## src/rtl/skinny_tk1_sched.sv

```systemverilog
// SKINNY TK1 tweakey scheduler: loads a 128-bit tweakey and streams NR round
// tweakeys (cells 8..15), stepping the register through PT per accepted key.
module skinny_tk1_sched #(
  parameter int unsigned NR = 40,
  parameter int unsigned W  = 8
) (
  input  logic         clk,
  input  logic         rst_n,
  input  logic         tk_valid,
  output logic         tk_ready,
  input  logic [127:0] tk_in,
  input  logic         abort,
  output logic         rk_valid,
  input  logic         rk_ready,
  output logic [63:0]  rk,
  output logic [5:0]   rk_idx,
  output logic         rk_last,
  output logic         busy
);

  typedef enum logic {IDLE, RUN} state_t;

  localparam logic [5:0] LAST = 6'(NR - 1);
  localparam int unsigned PMAP [16] = '{8, 9, 10, 11, 12, 13, 14, 15,
                                        4, 3, 1, 5, 2, 7, 0, 6};

  state_t       state, state_d;
  logic [127:0] tk_reg, tk_reg_d;
  logic [5:0]   idx_d;

  // Cell i of the result takes cell PMAP[i] of the input.
  function automatic logic [127:0] pt(input logic [127:0] t);
    logic [127:0] o;
    o = '0;
    for (int unsigned i = 0; i < 16; i++)
      o[W*i +: W] = t[W*PMAP[i] +: W];
    return o;
  endfunction

  always_comb begin
    state_d  = state;
    tk_reg_d = tk_reg;
    idx_d    = rk_idx;
    if (abort) begin
      state_d = IDLE;
      idx_d   = '0;
    end else begin
      case (state)
        IDLE: if (tk_valid) begin
          tk_reg_d = tk_in;
          idx_d    = '0;
          state_d  = RUN;
        end
        RUN: if (rk_ready) begin
          // The final key leaves tk_reg untouched rather than stepping it.
          if (rk_idx == LAST) begin
            state_d = IDLE;
            idx_d   = '0;
          end else begin
            tk_reg_d = pt(tk_reg);
            idx_d    = rk_idx + 6'd1;
          end
        end
        default: state_d = IDLE;
      endcase
    end
  end

  always_ff @(posedge clk) begin
    if (!rst_n) begin
      state  <= IDLE;
      tk_reg <= '0;
      rk_idx <= '0;
    end else begin
      state  <= state_d;
      tk_reg <= tk_reg_d;
      rk_idx <= idx_d;
    end
  end

  assign tk_ready = (state == IDLE);
  assign rk_valid = (state == RUN);
  assign busy     = (state == RUN);
  assign rk       = tk_reg[127:64];
  assign rk_last  = (state == RUN) && (rk_idx == LAST);

endmodule

```

## config.mk

```make
export PLATFORM = sky130hd
export DESIGN_NAME = skinny_tk1_sched
export DESIGN_NICKNAME = d
export VERILOG_FILES = /design/src/rtl/skinny_tk1_sched.sv
export SDC_FILE = /design/constraint.sdc
export NUM_CORES = 1
export LEC_CHECK = 0
export CAP_MARGIN = 20
export CORE_UTILIZATION = 51
export CTS_CLUSTER_SIZE = 25
export DETAILED_ROUTE_END_ITERATION = 12
export PLACE_DENSITY = 0.82
export SETUP_SLACK_MARGIN = 0.5
export SYNTH_ARGS = -nofsm -noshare
export SYNTH_HDL_FRONTEND = slang
export SYNTH_SLANG_ARGS = --single-unit
```

## constraint.sdc

```tcl
create_clock -name clk -period 3.38 [get_ports clk]
set_clock_uncertainty 0.15 [all_clocks]
set_input_delay 0.507 -clock clk [delete_from_list [all_inputs] [get_ports clk]]
set_output_delay 0.507 -clock clk [all_outputs]
set_load 0.01 [all_outputs]
```

# == After elaboration in Yosys (flattened, before gate mapping) ==
# Cells that the tools add are included.
# classes
n_eq_ne,4
addsub,1
muxes,12
n_bitwise,3
n_reduce_logical,4
# ops
op,count
$mux 128,3
$pmux 128 s2,1
$mux 6,3
$pmux 6 s2,1
$add 6x1->6 const B,1
$eq 6x6->1 const B,1
$ne 2x2->1 const B,3
$reduce_and 4->1,1
$mux 1,3
$not 1->1,3
$pmux 1 s2,1
$reduce_and 2->1,1
$reduce_or 2->1,1
$logic_and 1x1->1,1
# totals
output_inout_bits,74
reg_bits,135

# == Logic depth before layout (Yosys ltp) ==
# logic_depth
word_depth,4
depth_mapped,7
depth_no_buf,5

# == Worst setup path after synthesis ==
# Ideal clock, no wire load.
# synth_path
path_kind,register to output
start,"reg state, in the netlist busy"
end,out rk_last
path_stages_with_launch,5
slack_ns,1.288
arrival_ns,1.435
t_required_ns,2.723
cell_sequence,dfxtp_1 > buf_2 > buf_2 > clkbuf_1 > and3_1
# synth_via
elab_chain_len,1
# synth_lines
element,line,text
start: declaration,27,"state_t state, state_d;"
start signal: assignment,75,state <= state_d;
$logic_and 1x1->1,85,assign rk_last = (state == RUN) && (rk_idx == LAST);
end: declaration,17,"output logic rk_last,"
# No other way between the ends.

# == Worst setup path in the final report ==
# layout_path
start,reg rk_idx[0]
end,out rk_last
# layout_via
elab_chain_len,2
# layout_lines
element,line,text
start: declaration,16,"output logic [5:0] rk_idx,"
start signal: assignment,77,rk_idx <= idx_d;
$eq 6x6->1,85,
$logic_and 1x1->1,85,
# No other way between the ends.

==> results.sh <==
export IMPL_seq_cells_post_synth=135
export IMPL_synth_warning_count=0
export IMPL_actual_transition_at_the_worst_max_transition_pin_ps=1110
export IMPL_crit_path_max_fanout=4
export IMPL_cts_made_buffers=17
export IMPL_finalSetupViolCount=0
export IMPL_synth_seq_area_share=0.403
export IMPL_met1_track_usage_gr=0.298
export IMPL_hold_path_class="reg -> reg"
export IMPL_fin_crit_sh=0.803
export IMPL_reg2reg_to="tk_reg[88]"
export IMPL_clkSinkCount=135
export IMPL_cp_num_buf_inv=1
export IMPL_sw_share=0.239
export IMPL_htreeDepth=4
export IMPL_holdCritStartpoint="tk_reg[45]"
export IMPL_io_pins=207
export IMPL_unrepaired_setup_endpoints_after_global_routing="false"
export IMPL_io_buffers=206
export IMPL_dr_iter_0_viols=325
export IMPL_whs_endpoint="tk_reg[45]"
export IMPL_via_per_inst=5.47
export IMPL_timing_reg2reg_worst_path_depth=7
export IMPL_cts_tree="done"
export IMPL_worst_endpoint_arrival_ps=2060
export IMPL_final_hold_violation_count=0
export IMPL_powerDensity_mw_per_mm2=484
export IMPL_synthesis_instances=677
export IMPL_initial_antenna_violation_count=0
export IMPL_cts_root_buf="sky130_fd_sc_hd__clkbuf_16"
export IMPL_fp_row_count=41
export IMPL_design_die_area_mm2=0.0136
export IMPL_die_w_um=117
export IMPL_slew_headroom=0.261
export IMPL_detailedPlace_worstSlack_ps=599
export IMPL_reg2reg_from="rk_idx[0]"
export IMPL_first_pass_iters=6
export IMPL_switching_power_uw=1040
export IMPL_ir_worst_vdd_uv=280
export IMPL_grt_pass1_vias=5125
export IMPL_share_seq_of_total_power=0.413
export IMPL_drt_wirelength_per_cell_um=17.6
export IMPL_slew_violations=0
export IMPL_count_of_inserted_antenna_diode_cells=0
export IMPL_largest_register_ffs=128
export IMPL_cts_hold_fix_buffers=0
export IMPL_criticalPathCategory="reg -> out"
export IMPL_synthesis_area_per_instance_um2=9.92
export IMPL_synth_nets=811
export IMPL_total_gr_overflow=0
export IMPL_cts_post_setup_buffers_inserted=0
export IMPL_share_clk_of_total_power=0.429
export IMPL_cell_area_after_synthesis_mm2=0.00671
export IMPL_cpPeakStageDelay_ps=540
export IMPL_tns_ps=0
export IMPL_die_height_um=117
export IMPL_maxCapViolCount=0
export IMPL_outcome="finished, final reports clean"
export IMPL_path_clk_slew_ps=60
export IMPL_comb_power_share=0.158
export IMPL_totalWireLength_um=17200
export IMPL_cts_resized=0
export IMPL_final_common_cell="sky130_fd_sc_hd__clkdlybuf4s50_1"
export IMPL_fmax_mhz=368
export IMPL_antenna_left=0
export IMPL_p_leak_uw=0.00450
export IMPL_cp_cell_sequence="ha_1, and2_1, and3_1, clkdlybuf4s50_1"
export IMPL_grt_use_met3=0.0799
export IMPL_gp_congestion=0.807
export IMPL_remaining_drc_errors=0
export IMPL_post_layout_total_power_uw=4350
export IMPL_cpMaxStageDelayCell="sky130_fd_sc_hd__clkdlybuf4s50_1"
export IMPL_placeableCoreArea_mm2=0.0127
export IMPL_total_via_count_after_detailed_routing=5339
export IMPL_pin_count_of_the_biggest_net_entering_global_routing=70
export IMPL_p_int_uw=3310
export IMPL_grt_util_all_layers=0.254
export IMPL_worstSkewPairLatency_ps=420
export IMPL_worstPathRequired_ps=2720
export IMPL_period_minus_slack_ps=2710
export IMPL_setup_reg_to_reg_worst_slack_ps=990
export IMPL_setup_worst_path_start_class="flop"
export IMPL_cp_end_kind="output port"
export IMPL_globalRouteMet2Util=0.420
export IMPL_wire_length_of_the_first_global_routing_pass_um=25900
export IMPL_hold_path_depth=1
export IMPL_clock_path_buffers=2
export IMPL_final_layout_size_suffix_gt1_frac=0.0585
export IMPL_post_dp_hpwl_um=12300
export IMPL_path_delay_family="buffers and inverters"
export IMPL_final_fill_count=969
export IMPL_final_net_count=925
export IMPL_top_usage_layer="met2"
export IMPL_layout_cells_most_common_list="205 x sky130_fd_sc_hd__clkdlybuf4s50_1, 134 x sky130_fd_sc_hd__dfxtp_1, 130 x sky130_fd_sc_hd__mux2i_1, 130 x sky130_fd_sc_hd__nand2_1, 128 x sky130_fd_sc_hd__o211a_1"
export IMPL_timing_final_ws_setup_ps=666
export IMPL_synth_lib_cells_used_distinct=25
export IMPL_floorplan_initialDensity=0.528
export IMPL_syn2layout_area_growth_pct=33.8
==> worst max-delay path by stage <==
stage / endpoint / start / cells past startpoint
2_1_floorplan: rk_last / busy / 4
3_3_place_gp: tk_reg[93] / tk_valid / 7
3_5_place_dp: tk_reg[119] / rk_ready / 7
4_1_cts: rk_last / rk_idx[2] / 3
5_1_grt: rk_last / rk_idx[0] / 4
6_report: rk_last / rk_idx[0] / 4
==> power by group through the flow <==
stage,Combinational (µW),Clock [µW],Sequential (µW)
3_5_place_dp,687,0,1830
5_1_grt,740,1980,1810
3_3_place_gp,672,0,1830
4_1_cts,692,1890,1800
2_1_floorplan,434,0,1800
6_report,687,1860,1800
==> cell usage after synthesis (all sizes together) <==
library cell  count  area (µm²)
dfxtp           135        2700
mux2i           130        1300
nand2           130         488
o211a           128        1280
buf              95         638
clkbuf           27         101
nor2              6        22.5
a21oi             4        20.0
and2              4        25.0
a211oi            2        15.0
and3              2        12.5
nand3             2        10.0
a22oi             1        7.51
a311oi            1        15.0
a31oi             1        6.26
ha                1        12.5
inv               1        3.75
nand2b            1        6.26
nand4             1        6.26
nor3b             1        7.51
o21ai             1        5.00
or3               1        6.26
or4b              1        10.0
xnor2             1        8.76
==> through the flow <==
step / utilization / cell area (µm²) / hold WS (ps) / instances
after floorplan: - / 6710 / 322 / 677
after global placement: 0.658 / 8370 / 329 / 944
after detailed placement: 0.658 / 8370 / 336 / 944
after CTS: 0.705 / 8970 / 349 / 976
after global routing: 0.706 / 8980 / 363 / 976
final: 0.706 / 8980 / 348 / 976
==> worst register-to-register path, stage by stage (launching register included) <==
cell                       delay [ps]
sky130_fd_sc_hd__dfxtp_1          340
sky130_fd_sc_hd__ha_1             260
sky130_fd_sc_hd__and2_1           230
sky130_fd_sc_hd__a311oi_4         350
sky130_fd_sc_hd__buf_12           310
sky130_fd_sc_hd__buf_4            350
sky130_fd_sc_hd__nand2_1          130
sky130_fd_sc_hd__o211a_1          160
==> per-layer routing <==
metal / vias up / part of all wire
li1: 2583 / -
met3: 35 / 0.076
met4: 0 / 0.028
met2: 190 / 0.48
met1: 2531 / 0.41
met5: - / 0
==> layout make-up <==
| cell class | instances | area (µm²) | share of cell area |
|---|---|---|---|
| Timing Repair Buffer | 217 | 2170 | 0.241 |
| Sequential cell | 135 | 2710 | 0.301 |
| Clock inverter | 8 | 92.6 | 0.0103 |
| Inverter | 1 | 3.75 | 0.000418 |
| Multi-Input combinational cell | 419 | 3280 | 0.366 |
| Tap cell | 172 | 215 | 0.0240 |
| Clock buffer | 24 | 512 | 0.0570 |
==> logic make-up after synthesis <==
logic type | Yosys count | share of synthesized area
compound gates | 138 | 0.201
mux | 130 | 0.194
buf+inv | 123 | 0.111
fa+ha+maj | 1 | 0.00186
xor+xnor | 1 | 0.00130
simple gates | 149 | 0.0885
flops | 135 | 0.403
No activity file was read; power rests on OpenSTA's default activity.
